--- config.mk ---
export PLATFORM = sky130hd
export DESIGN_NAME = bsg_pending_dispatch
export DESIGN_NICKNAME = d
export VERILOG_FILES = /design/src/rtl/bsg_pending_dispatch.sv
export SDC_FILE = /design/constraint.sdc
export NUM_CORES = 1
export LEC_CHECK = 0
export ABC_AREA = 1
export CAP_MARGIN = 25
export CORE_ASPECT_RATIO = 1.25
export CORE_MARGIN = 10
export CORE_UTILIZATION = 46
export DETAILED_ROUTE_END_ITERATION = 12
export PLACE_DENSITY = 0.79
export SETUP_SLACK_MARGIN = 0.5
export SYNTH_ARGS = -nofsm -noshare
export SYNTH_HDL_FRONTEND = slang
export SYNTH_SLANG_ARGS = --single-unit
--- constraint.sdc ---
create_clock -name clk_i -period 2.22 [get_ports clk_i]
set_clock_uncertainty 0.05 [all_clocks]
set_input_delay 0.333 -clock clk_i [delete_from_list [all_inputs] [get_ports clk_i]]
set_output_delay 0.333 -clock clk_i [all_outputs]
set_load 0.1 [all_outputs]
--- src/rtl/bsg_pending_dispatch.sv ---
// Sticky request accumulator feeding a lowest-index-first priority encoder,
// with a one-entry valid/yumi output stage that dispatches one index per cycle.

module bsg_pending_dispatch_encode #(
  parameter int width_p    = 16,
  parameter int lg_width_p = $clog2(width_p)
) (
  input  logic [width_p-1:0]    i,
  output logic [lg_width_p-1:0] addr_o,
  output logic                  v_o
);

  // Scan from the top down so the lowest set bit is the last one written.
  always_comb begin
    addr_o = '0;
    v_o    = |i;
    for (int k = width_p - 1; k >= 0; k--) begin
      if (i[k]) addr_o = lg_width_p'(k);
    end
  end

endmodule

module bsg_pending_dispatch #(
  parameter int width_p    = 16,
  parameter int lg_width_p = $clog2(width_p)
) (
  input  logic                  clk_i,
  input  logic                  reset_i,
  input  logic [width_p-1:0]    set_i,
  output logic                  v_o,
  output logic [lg_width_p-1:0] addr_o,
  input  logic                  yumi_i,
  output logic [width_p-1:0]    pending_o,
  output logic                  overflow_o
);

  logic [width_p-1:0]    pending_r;
  logic [width_p-1:0]    pending_next;
  logic                  v_r;
  logic                  v_next;
  logic [lg_width_p-1:0] addr_r;
  logic [lg_width_p-1:0] addr_next;
  logic                  overflow_r;
  logic                  overflow_next;

  logic [lg_width_p-1:0] sel_idx;
  logic                  sel_v;
  logic                  load;
  logic [width_p-1:0]    clr_mask;
  logic                  dup;

  // Only registered state feeds the encoder, never set_i directly.
  bsg_pending_dispatch_encode #(
    .width_p   (width_p),
    .lg_width_p(lg_width_p)
  ) encode (
    .i     (pending_r),
    .addr_o(sel_idx),
    .v_o   (sel_v)
  );

  // Refill on the same cycle the consumer takes the current entry.
  assign load = sel_v & (~v_r | yumi_i);

  for (genvar gi = 0; gi < width_p; gi++) begin : g_clr
    assign clr_mask[gi] = load & (sel_idx == lg_width_p'(gi));
  end

  assign dup = |(set_i & pending_r & ~clr_mask);

  always_comb begin
    pending_next  = (pending_r & ~clr_mask) | set_i;
    overflow_next = overflow_r | dup;
    v_next        = v_r;
    addr_next     = addr_r;
    if (load) begin
      v_next    = 1'b1;
      addr_next = sel_idx;
    end else if (yumi_i) begin
      v_next = 1'b0;
    end
  end

  always_ff @(posedge clk_i or posedge reset_i) begin
    if (reset_i) begin
      pending_r  <= '0;
      v_r        <= 1'b0;
      addr_r     <= '0;
      overflow_r <= 1'b0;
    end else begin
      pending_r  <= pending_next;
      v_r        <= v_next;
      addr_r     <= addr_next;
      overflow_r <= overflow_next;
    end
  end

  // A yumi with nothing presented is a consumer protocol error.
  always @(posedge clk_i) begin
    if (!reset_i) begin
      assert (!(yumi_i && !v_r));
    end
  end

  assign v_o        = v_r;
  assign addr_o     = addr_r;
  assign pending_o  = pending_r;
  assign overflow_o = overflow_r;

endmodule

[Word level (Yosys, flattened, before mapping)]
Index checks and enable logic that the tools add are counted.
Widths: inputs -> output; s select.
Cells by class
  bitwise gates (word level): 25
  shift operators: 0
  div/mod/pow operators: 0
  $mul: 0
  eq/ne operators: 15
  $add $sub $neg: 0
  reduce and logical (&&, ||, !) cells: 4
  $lt $le $gt $ge: 0
  multiplexer cells: 18
Operator list (count)
  $mux 4: 16
  $and 16x16->16: 3
  $eq 4x4->1 const B: 8
  $reduce_or 16->1: 2
  $and 1x1->1: 17
  $eq 4x3->1 const B: 4
  $not 16->16: 1
  $or 16x16->16: 1
  $eq 4x2->1 const B: 2
  $eq 4x1->1 const B: 1
  $logic_not 4->1: 1
  $mux 1: 2
  $or 1x1->1: 2
  $reduce_bool 2->1: 1
  $not 1->1: 1
Storage, ports and cells
  logic and storage cells: 66
  bits in latches: 0
  ROM bits: 0
  memories: 0
  output and inout port bits: 22
  input port bits: 19
  flip-flop bits (word level): 22
  bits in writable memories: 0

[Longest topological paths before layout]
Gate-level depths: netlist of run 1.
  depth in word-level cells: 22
  mapped depth: 22
  depth with buffers taken out: 22

[By module]
A second synthesis of run 1 with hierarchy kept.
Second synthesis, totals
  cell total of the unflattened synthesis: 198
  area, all modules: 1333.8 µm²
Modules (own cells, without submodules)
  bsg_pending_dispatch: seq. area each 550.5 µm², area an instance 1124.8 µm², times used 1, cells an instance 149
  bsg_pending_dispatch_encode: seq. area each 0.0 µm², area an instance 209.0 µm², times used 1, cells an instance 49

[Worst setup path after synthesis of run 1]
No wires, ideal clock.
  path kind: reg-to-reg
  start: register pending_r[14] (netlist: pending_o[14])
  end: register overflow_r (netlist: overflow_o)
  arrival: 2.253 ns
  clock period less this slack: 2.421 ns
  path slack: -0.201 ns
  setup time: 0.119 ns
  required time: 2.051 ns
  stages on the path, launching flop included: 22
  buffers on the path: 0
  cells stage by stage: dfrtp_1 inv_2 nand2_1 nand2_1 nand2_1 nand2_1 nand2_1 nand2_1 nand2_1 nand2_1 nand2_1 nand2_1 nand2_1 nand2_2 nand2_4 nand2_4 nand2_4 nand3_1 nand3_1 nand2_1 nor2_1 nand2_1
Between the ends
  longest elaborated chain between the ends: 21
  elaborated cells on any way between the ends: 54
  those cells by class: eq/ne (15); mux (15); bitwise (21); reduce/logical (3)
RTL lines
  start, declared: line 38  | logic [width_p-1:0] pending_r;
  start signal, assigned: line 92  | pending_r <= pending_next;
  $mux 4 (15 in a row): line 18  | if (i[k]) addr_o = lg_width_p'(k);
  $eq 4x1->1 (tied with other cells): line 67  | assign clr_mask[gi] = load & (sel_idx == lg_width_p'(gi));
  $and 1x1->1: line 67
  $not 16->16: line 70  | assign dup = |(set_i & pending_r & ~clr_mask);
  $and 16x16->16 *: line 70
  $reduce_or 16->1 *: line 70
  $or 1x1->1 *: line 74  | overflow_next = overflow_r | dup;
  via overflow_next: line 45  | logic overflow_next;
  end signal, assigned: line 95  | overflow_r <= overflow_next;
  end, declared: line 44  | logic overflow_r;
The timed path passes the listed nets; every way through them passes the cells marked *.
A chain may end at the register's enable or synchronous reset.

[Final worst setup path of run 1]
  start: register pending_r[15] (netlist: pending_o[15])
  end: register overflow_r (netlist: overflow_o)
Between the ends
  longest elaborated chain between the ends: 22
  elaborated cells on any way between the ends: 55
  those cells by class: eq/ne (15); mux (16); bitwise (21); reduce/logical (3)
RTL lines (line)
  $mux 4 (16 in a row): 18
  $eq 4x1->1 (tied with other cells): 67
  $and 1x1->1: 67
  $not 16->16: 70
  $and 16x16->16 *: 70
  $reduce_or 16->1 *: 70
  $or 1x1->1 *: 74
  via overflow_next: 45
Marked as above.

==> results.txt, run 1 <==
CP Max Fanout = 5
crit path setup slack, layout = 0.135 ns
library cell occupying the most area in the post-synthesis netlist = dfrtp_1
filler-free cell count of the finished design = 270
die extent in y = 80.6 um
Peak VDD IR = 526 uV
worst-case clock buffer depth = 2
gp weighted congestion = 0.881
count of flip-flops with a built-in enable after synthesis = 0
number of placement rows = 21
Synth top cells by count = nand2_1 (45), inv_1 (31), dfrtp_1 (22)
Floorplan Core Area = 2760 um^2
residual overflow from global routing = 0
proportion of register bits with asynchronous set or reset after synthesis = 100%
Relative slew margins = 70.7%
initial antenna violation count = 0
most frequently used cell type in the post-synthesis netlist = nand2_1
number of standard cells after synthesis = 180
Max Clock Freq = 0.480 GHz
number of placed instances, taps included = 255
horizontal die dimension = 68.5 um
Initial Utilization = 49.0%
Fillers = 234
post-synthesis sequential area ratio = 40.7%
pwr/cell area = 432 nW/um^2
number of nets in the synthesized netlist = 199
category of the worst setup path capture point = register
number of max-cap violations = 0
wire length reported by the detailed router = 3.95 mm
worst hold path class = in -> async
cell area after placement = 1800 um^2
synthesized area divided by synthesized cell count = 7.51 um^2
footprint of the flip-flops and latches = 604 um^2
setup repair after global routing missed its margin = yes
violation count after the first detailed-routing iteration = 58
critical path class = reg -> reg
area of the die = 5520 um^2
Critical Path AT = 2.26 ns
largest net degree at the start of global routing = 23
layout overhead on the synthesized area = 46.3%
start point of the critical path = pending_o[15]
average routed wire per standard cell = 14.6 um
R2R Path Start = pending_o[15]
final cycle utilization of the critical path = 93.9%
sort of element at the start of the critical path = register
CTS tree = done
Residual DRC = 0
run status = finished, final reports clean
area share of the leading cell type in the synthesized netlist = 40.7%
Multi-input gate area = 717 um^2
Power Total = 855 uW
yosys warns = 0
total of hold buffers inserted after clock tree synthesis = 0
Least-Margin Pin Slew = 0.436 ns
total of endpoints with negative setup slack in the final report = 0
HPWL after detailed placement = 2.91 mm
H-Tree Depth = 1
number of global-route vias before repair = 1436
fraction of layout cells with a size suffix above 1 = 41.1%
pre-CTS setup slack = 0.156 ns
library cell used as clock root buffer = clkbuf_4
number of buffer cells added on primary ports = 40
Via-to-Cell Ratio = 5.07
Finished Cell Area = 1980 um^2
clock tree sinks = 22
count of final hold-check violations = 0
Lkg Pwr = 0.947 nW
dominant cells by area after synthesis = dfrtp_1 (41%), nand2_1 (12%), inv_1 (8.6%)
number of nets in the layout = 256
netlist area before placement = 1350 um^2
Final min period = 2.09 ns
number of vias after detailed routing = 1368
Cell variety after synth = 18
overall routing resource usage = 14.7%
post-CTS clock slew at the launch and capture registers of the worst setup and hold paths = 0.12 ns
clock latency on the worst-skew pair = 0.31 ns
total clock buffers created by CTS = 3
I/O Pins = 41
worst endpoint required time = 2.39 ns
number of iterations in the first detailed-routing pass = 4
Antenna Diode Count = 0
Max Transition Viols Final = 0
number of routed nets with antenna violations = 0
number of synthesized register bits = 22
wire length of the first global-routing pass = 6.30 mm
Core Util, Final = 71.7%
commonest register cell after synthesis = dfrtp_1
## sequential cells by signal, indices dropped and copies added (netlist names)
name and count:
overflow_o 1, addr_o 4, pending_o 16, v_o 1
## path summary, 6_finish.rpt
kind | end | slack, ns | cells past startpoint
setup / recovery | overflow_o | 0.13 | 18
hold reg to reg | addr_o[1] | 0.45 | 2
setup reg to reg | overflow_o | 0.13 | 18
min in group clk_i | addr_o[1] | 0.45 | 2
max in group asynchronous | pending_o[15] | 1.59 | 3
hold / removal | addr_o[1] | 0.28 | 3
## power by group
group          internal, mW  total, mW  switching, mW
sequential            0.412      0.421        0.00907
combinational        0.0746      0.207          0.132
clock                 0.100      0.228          0.128
total                 0.586      0.855          0.269
## repair_timing
action                                  in CTS  in global routing
cloned                                       0                  0
resized for setup                            4                 15
endpoints found under the setup margin      13                 18
pin swaps                                    2                  3
setup buffers                                6                  5
## worst max-delay path, cell delays in order (launching register included)
cell	delay [ns]
dfrtp_4	0.52
inv_1	0.07
nand2_2	0.07
nand3_2	0.07
nand3_1	0.06
nand3_1	0.07
nand2_1	0.06
nand2_1	0.08
nand2_2	0.07
nand2_4	0.12
nand2_1	0.08
nand3_1	0.09
nand3_2	0.07
nor2_2	0.13
nand2_1	0.08
nor2_2	0.09
nand2_1	0.06
nor2_1	0.09
nand2_1	0.05
## kinds of logic after synthesis
kind of cell / share of synthesized area [%]
buf+inv: 10.1
simple gates: 38.5
flops: 40.7
compound gates: 10.7
## placed cells by master, fill, tap and decap left out
cell type,n
a21o_1,13
a21o_2,2
a21oi_1,1
a21oi_2,1
buf_4,33
buf_6,1
clkbuf_4,3
clkbuf_8,1
clkdlybuf4s50_1,18
dfrtp_1,5
dfrtp_2,4
dfrtp_4,13
inv_1,25
inv_2,8
inv_4,1
inv_6,1
nand2_1,40
nand2_2,8
nand2_4,5
nand3_1,19
nand3_2,5
nand4_1,5
nor2_1,9
nor2_2,5
nor2_4,4
nor3_1,1
nor3_4,1
o21ai_0,3
o21ai_2,1
## metrics by stage
| stage | hold WS [ns] | setup TNS (ns) |
|---|---|---|
| floorplan | 0.272 | 0 |
| global placement | 0.409 | 0 |
| detailed placement | 0.425 | 0 |
| CTS | 0.290 | 0 |
| global route | 0.302 | -0.0865 |
| finish | 0.282 | 0 |
## routing by layer
| layer | vias to the layer above | GRT usage [%] | share of wire [%] |
|---|---|---|---|
| met4 | 0 | 9.07 | 2.3 |
| met1 | 640 | 17.3 | 42 |
| met5 | - | 0 | 0 |
| met2 | 41 | 23.1 | 50 |
| met3 | 6 | 3.61 | 6.0 |
| li1 | 681 | - | - |
## area by class of cell
type,count,share of cell area [%]
Clock buffer,4,1.83
Sequential cell,22,30.6
Tap cell,34,2.15
Inverter,35,7.02
Multi-Input combinational cell,123,36.2
Timing Repair Buffer,52,22.2
No activity file was read; power rests on OpenSTA's default activity.
==> inputs of run 2 (changes only) <==
--- a/config.mk
+++ b/config.mk
@@ -8,10 +8,11 @@
 export ABC_AREA = 1
 export CAP_MARGIN = 25
 export CORE_ASPECT_RATIO = 1.25
-export CORE_MARGIN = 10
-export CORE_UTILIZATION = 46
+export CORE_MARGIN = 3
+export CORE_UTILIZATION = 45
 export DETAILED_ROUTE_END_ITERATION = 12
-export PLACE_DENSITY = 0.79
+export PLACE_DENSITY = 0.77
+export RECOVER_POWER = 50
 export SETUP_SLACK_MARGIN = 0.5
 export SYNTH_ARGS = -nofsm -noshare
 export SYNTH_HDL_FRONTEND = slang
==> run 2 against run 1 <==
Cell count increased by 7.4%; utilization increased by 5.7 points; via count increased by 11%; global-route usage increased by 11 points; critical path type unchanged; largest cell class unchanged.
==> results.txt, run 2 (same netlist as run 1, synthesis figures left out) <==
post-CTS clock slew at the launch and capture registers of the worst setup and hold paths = 0.13 ns
horizontal die dimension = 55.0 um
number of vias after detailed routing = 1523
initial antenna violation count = 0
power share of the sequential group = 48.7%
HPWL after detailed placement = 2.81 mm
master of the slowest instance on the critical path = dfrtp_4
crit path setup slack, layout = 0.132 ns
worst hold path class = reg -> reg
leading cell type in the layout, fill and taps excluded = buf_4
residual overflow from global routing = 0
max FFs per register = 16
Comb power frac = 24.0%
final cycle utilization of the critical path = 94.1%
Residual DRC = 0
switching share of power = 32.9%
number of routed nets with antenna violations = 0
run status = finished, final reports clean
category of the worst setup path capture point = register
worst-case clock buffer depth = 2
total of endpoints with negative setup slack in the final report = 0
Most common cell on crit path = nand2_1
footprint of the flip-flops and latches = 604 um^2
Switch Pwr = 285 uW
Via-to-Cell Ratio = 5.25
wire length of the first global-routing pass = 6.73 mm
Max Clock Freq = 0.479 GHz
pwr/cell area = 401 nW/um^2
Fillers = 208
Core Util, Final = 77.4%
number of iterations in the first detailed-routing pass = 4
Worst path max stage delay = 0.50 ns
CP Max Fanout = 5
sort of element at the start of the critical path = register
Relative slew margins = 17.9%
Critical Path AT = 2.27 ns
area of the die = 3700 um^2
fraction of layout cells with a size suffix above 1 = 48.8%
Final min period = 2.09 ns
Total Negative Setup Slacks = 0 ns
violation count after the first detailed-routing iteration = 35
Max Transition Viols Final = 0
H-Tree Depth = 1
Fin Hold WS = 0.456 ns
Initial Utilization = 48.6%
Bufs and invs on worst path = 1
clock latency on the worst-skew pair = 0.33 ns
number of buffer cells added on primary ports = 40
number of max-cap violations = 0
critical path class = reg -> reg
Least-Margin Pin Slew = 1.23 ns
layout overhead on the synthesized area = 59.3%
number of nets in the layout = 276
setup repair after global routing missed its margin = yes
cell-by-cell trace of the critical path = inv_2 -> nand2_1 -> nand2_1 -> nand2_1 -> nand2_1 -> nand2_1 -> nand2_1 -> nand2_1 -> nand2_1 -> nand2_1 -> nand2_1 -> nand2_1 -> nand2_2 -> nand2_4 -> nand2_4 -> nand2_4 -> nor2_4 -> nand2_2 -> nand2_1 -> nand2_1 -> nor2_1 -> nand2_1
number of global-route vias before repair = 1508
internal power component = 580 uW
Floorplan Core Area = 2790 um^2
largest net degree at the start of global routing = 23
I/O Pins = 41
total clock buffers created by CTS = 3
highest-count cells in the layout ignoring fill and taps = buf_4 (44), nand2_1 (38), inv_1 (23)
number of placement rows = 21
count of final hold-check violations = 0
power share of the clock group = 27.3%
wire length reported by the detailed router = 4.38 mm
worst endpoint required time = 2.40 ns
CTS tree = done
Multi-input gate area = 758 um^2
die extent in y = 67.3 um
Crit path max-delay family = simple AND/OR/NAND/NOR gates
gp weighted congestion = 0.900
Lkg Pwr = 1.04 nW
Peak VDD IR = 491 uV
pre-CTS setup slack = 0.121 ns
clock tree sinks = 22
average routed wire per standard cell = 15.1 um
library cell used as clock root buffer = clkbuf_4
overall routing resource usage = 25.6%
Antenna Diode Count = 0
total of hold buffers inserted after clock tree synthesis = 0
run 2: area by class of cell:
| class | instances | area share (%) |
|---|---|---|
| inverter | 35 | 6.56 |
| sequential | 22 | 28.0 |
| multi-input combinational | 123 | 35.2 |
| clock buffer | 4 | 1.68 |
| timing repair buffer | 72 | 26.5 |
| tap | 34 | 1.97 |
run 2: path summary, 6_finish.rpt:
check,endpoint,depth (start not counted),start,slack (ns)
worst max-delay path,overflow_o,22,pending_o[14],0.13
worst min-delay path,addr_o[2],2,addr_o[2],0.46
worst max register to register,overflow_o,22,pending_o[14],0.13
worst min register to register,addr_o[2],2,addr_o[2],0.46
max in group asynchronous,pending_o[12],3,reset_i,0.47
min in group asynchronous,addr_o[3],3,reset_i,0.78
run 2: layer usage:
metal	part of all wire [%]	global-route usage [%]
met1	38	28.7
met2	53	45.0
met3	4.5	4.86
met4	4.7	12.2
met5	0	0
run 2: worst register-to-register path, cell delays in order, from the launching register on:
cell and delay (ns):
dfrtp_4 0.50, inv_2 0.07, nand2_1 0.05, nand2_1 0.05
nand2_1 0.04, nand2_1 0.05, nand2_1 0.05, nand2_1 0.09
nand2_1 0.05, nand2_1 0.05, nand2_1 0.05, nand2_1 0.05
nand2_1 0.05, nand2_2 0.11, nand2_4 0.09, nand2_4 0.08
nand2_4 0.07, nor2_4 0.11, nand2_2 0.07, nand2_1 0.07
nand2_1 0.05, nor2_1 0.09, nand2_1 0.06
run 2: through the flow:
step                area [um^2]  cells  total power [mW]
floorplan                  1410    180             0.554
global placement           1800    255             0.619
detailed placement         1800    255             0.622
CTS                        2070    284             0.860
global route               2150    290             0.892
finish                     2150    290             0.864
run 2: power groups by stage:
stage	Clock (mW)	Sequential (mW)	Combinational, mW
4_1_cts	0.237	0.421	0.203
3_5_place_dp	0	0.430	0.192
3_3_place_gp	0	0.429	0.189
6_report	0.236	0.421	0.208
2_1_floorplan	0	0.496	0.0586
5_1_grt	0.249	0.422	0.221
run 2: timing repair:
item | in CTS | in global routing
setup buffers | 25 | 6
pin swaps | 16 | 12
endpoints found under the setup margin | 13 | 18
gates resized for setup | 14 | 21
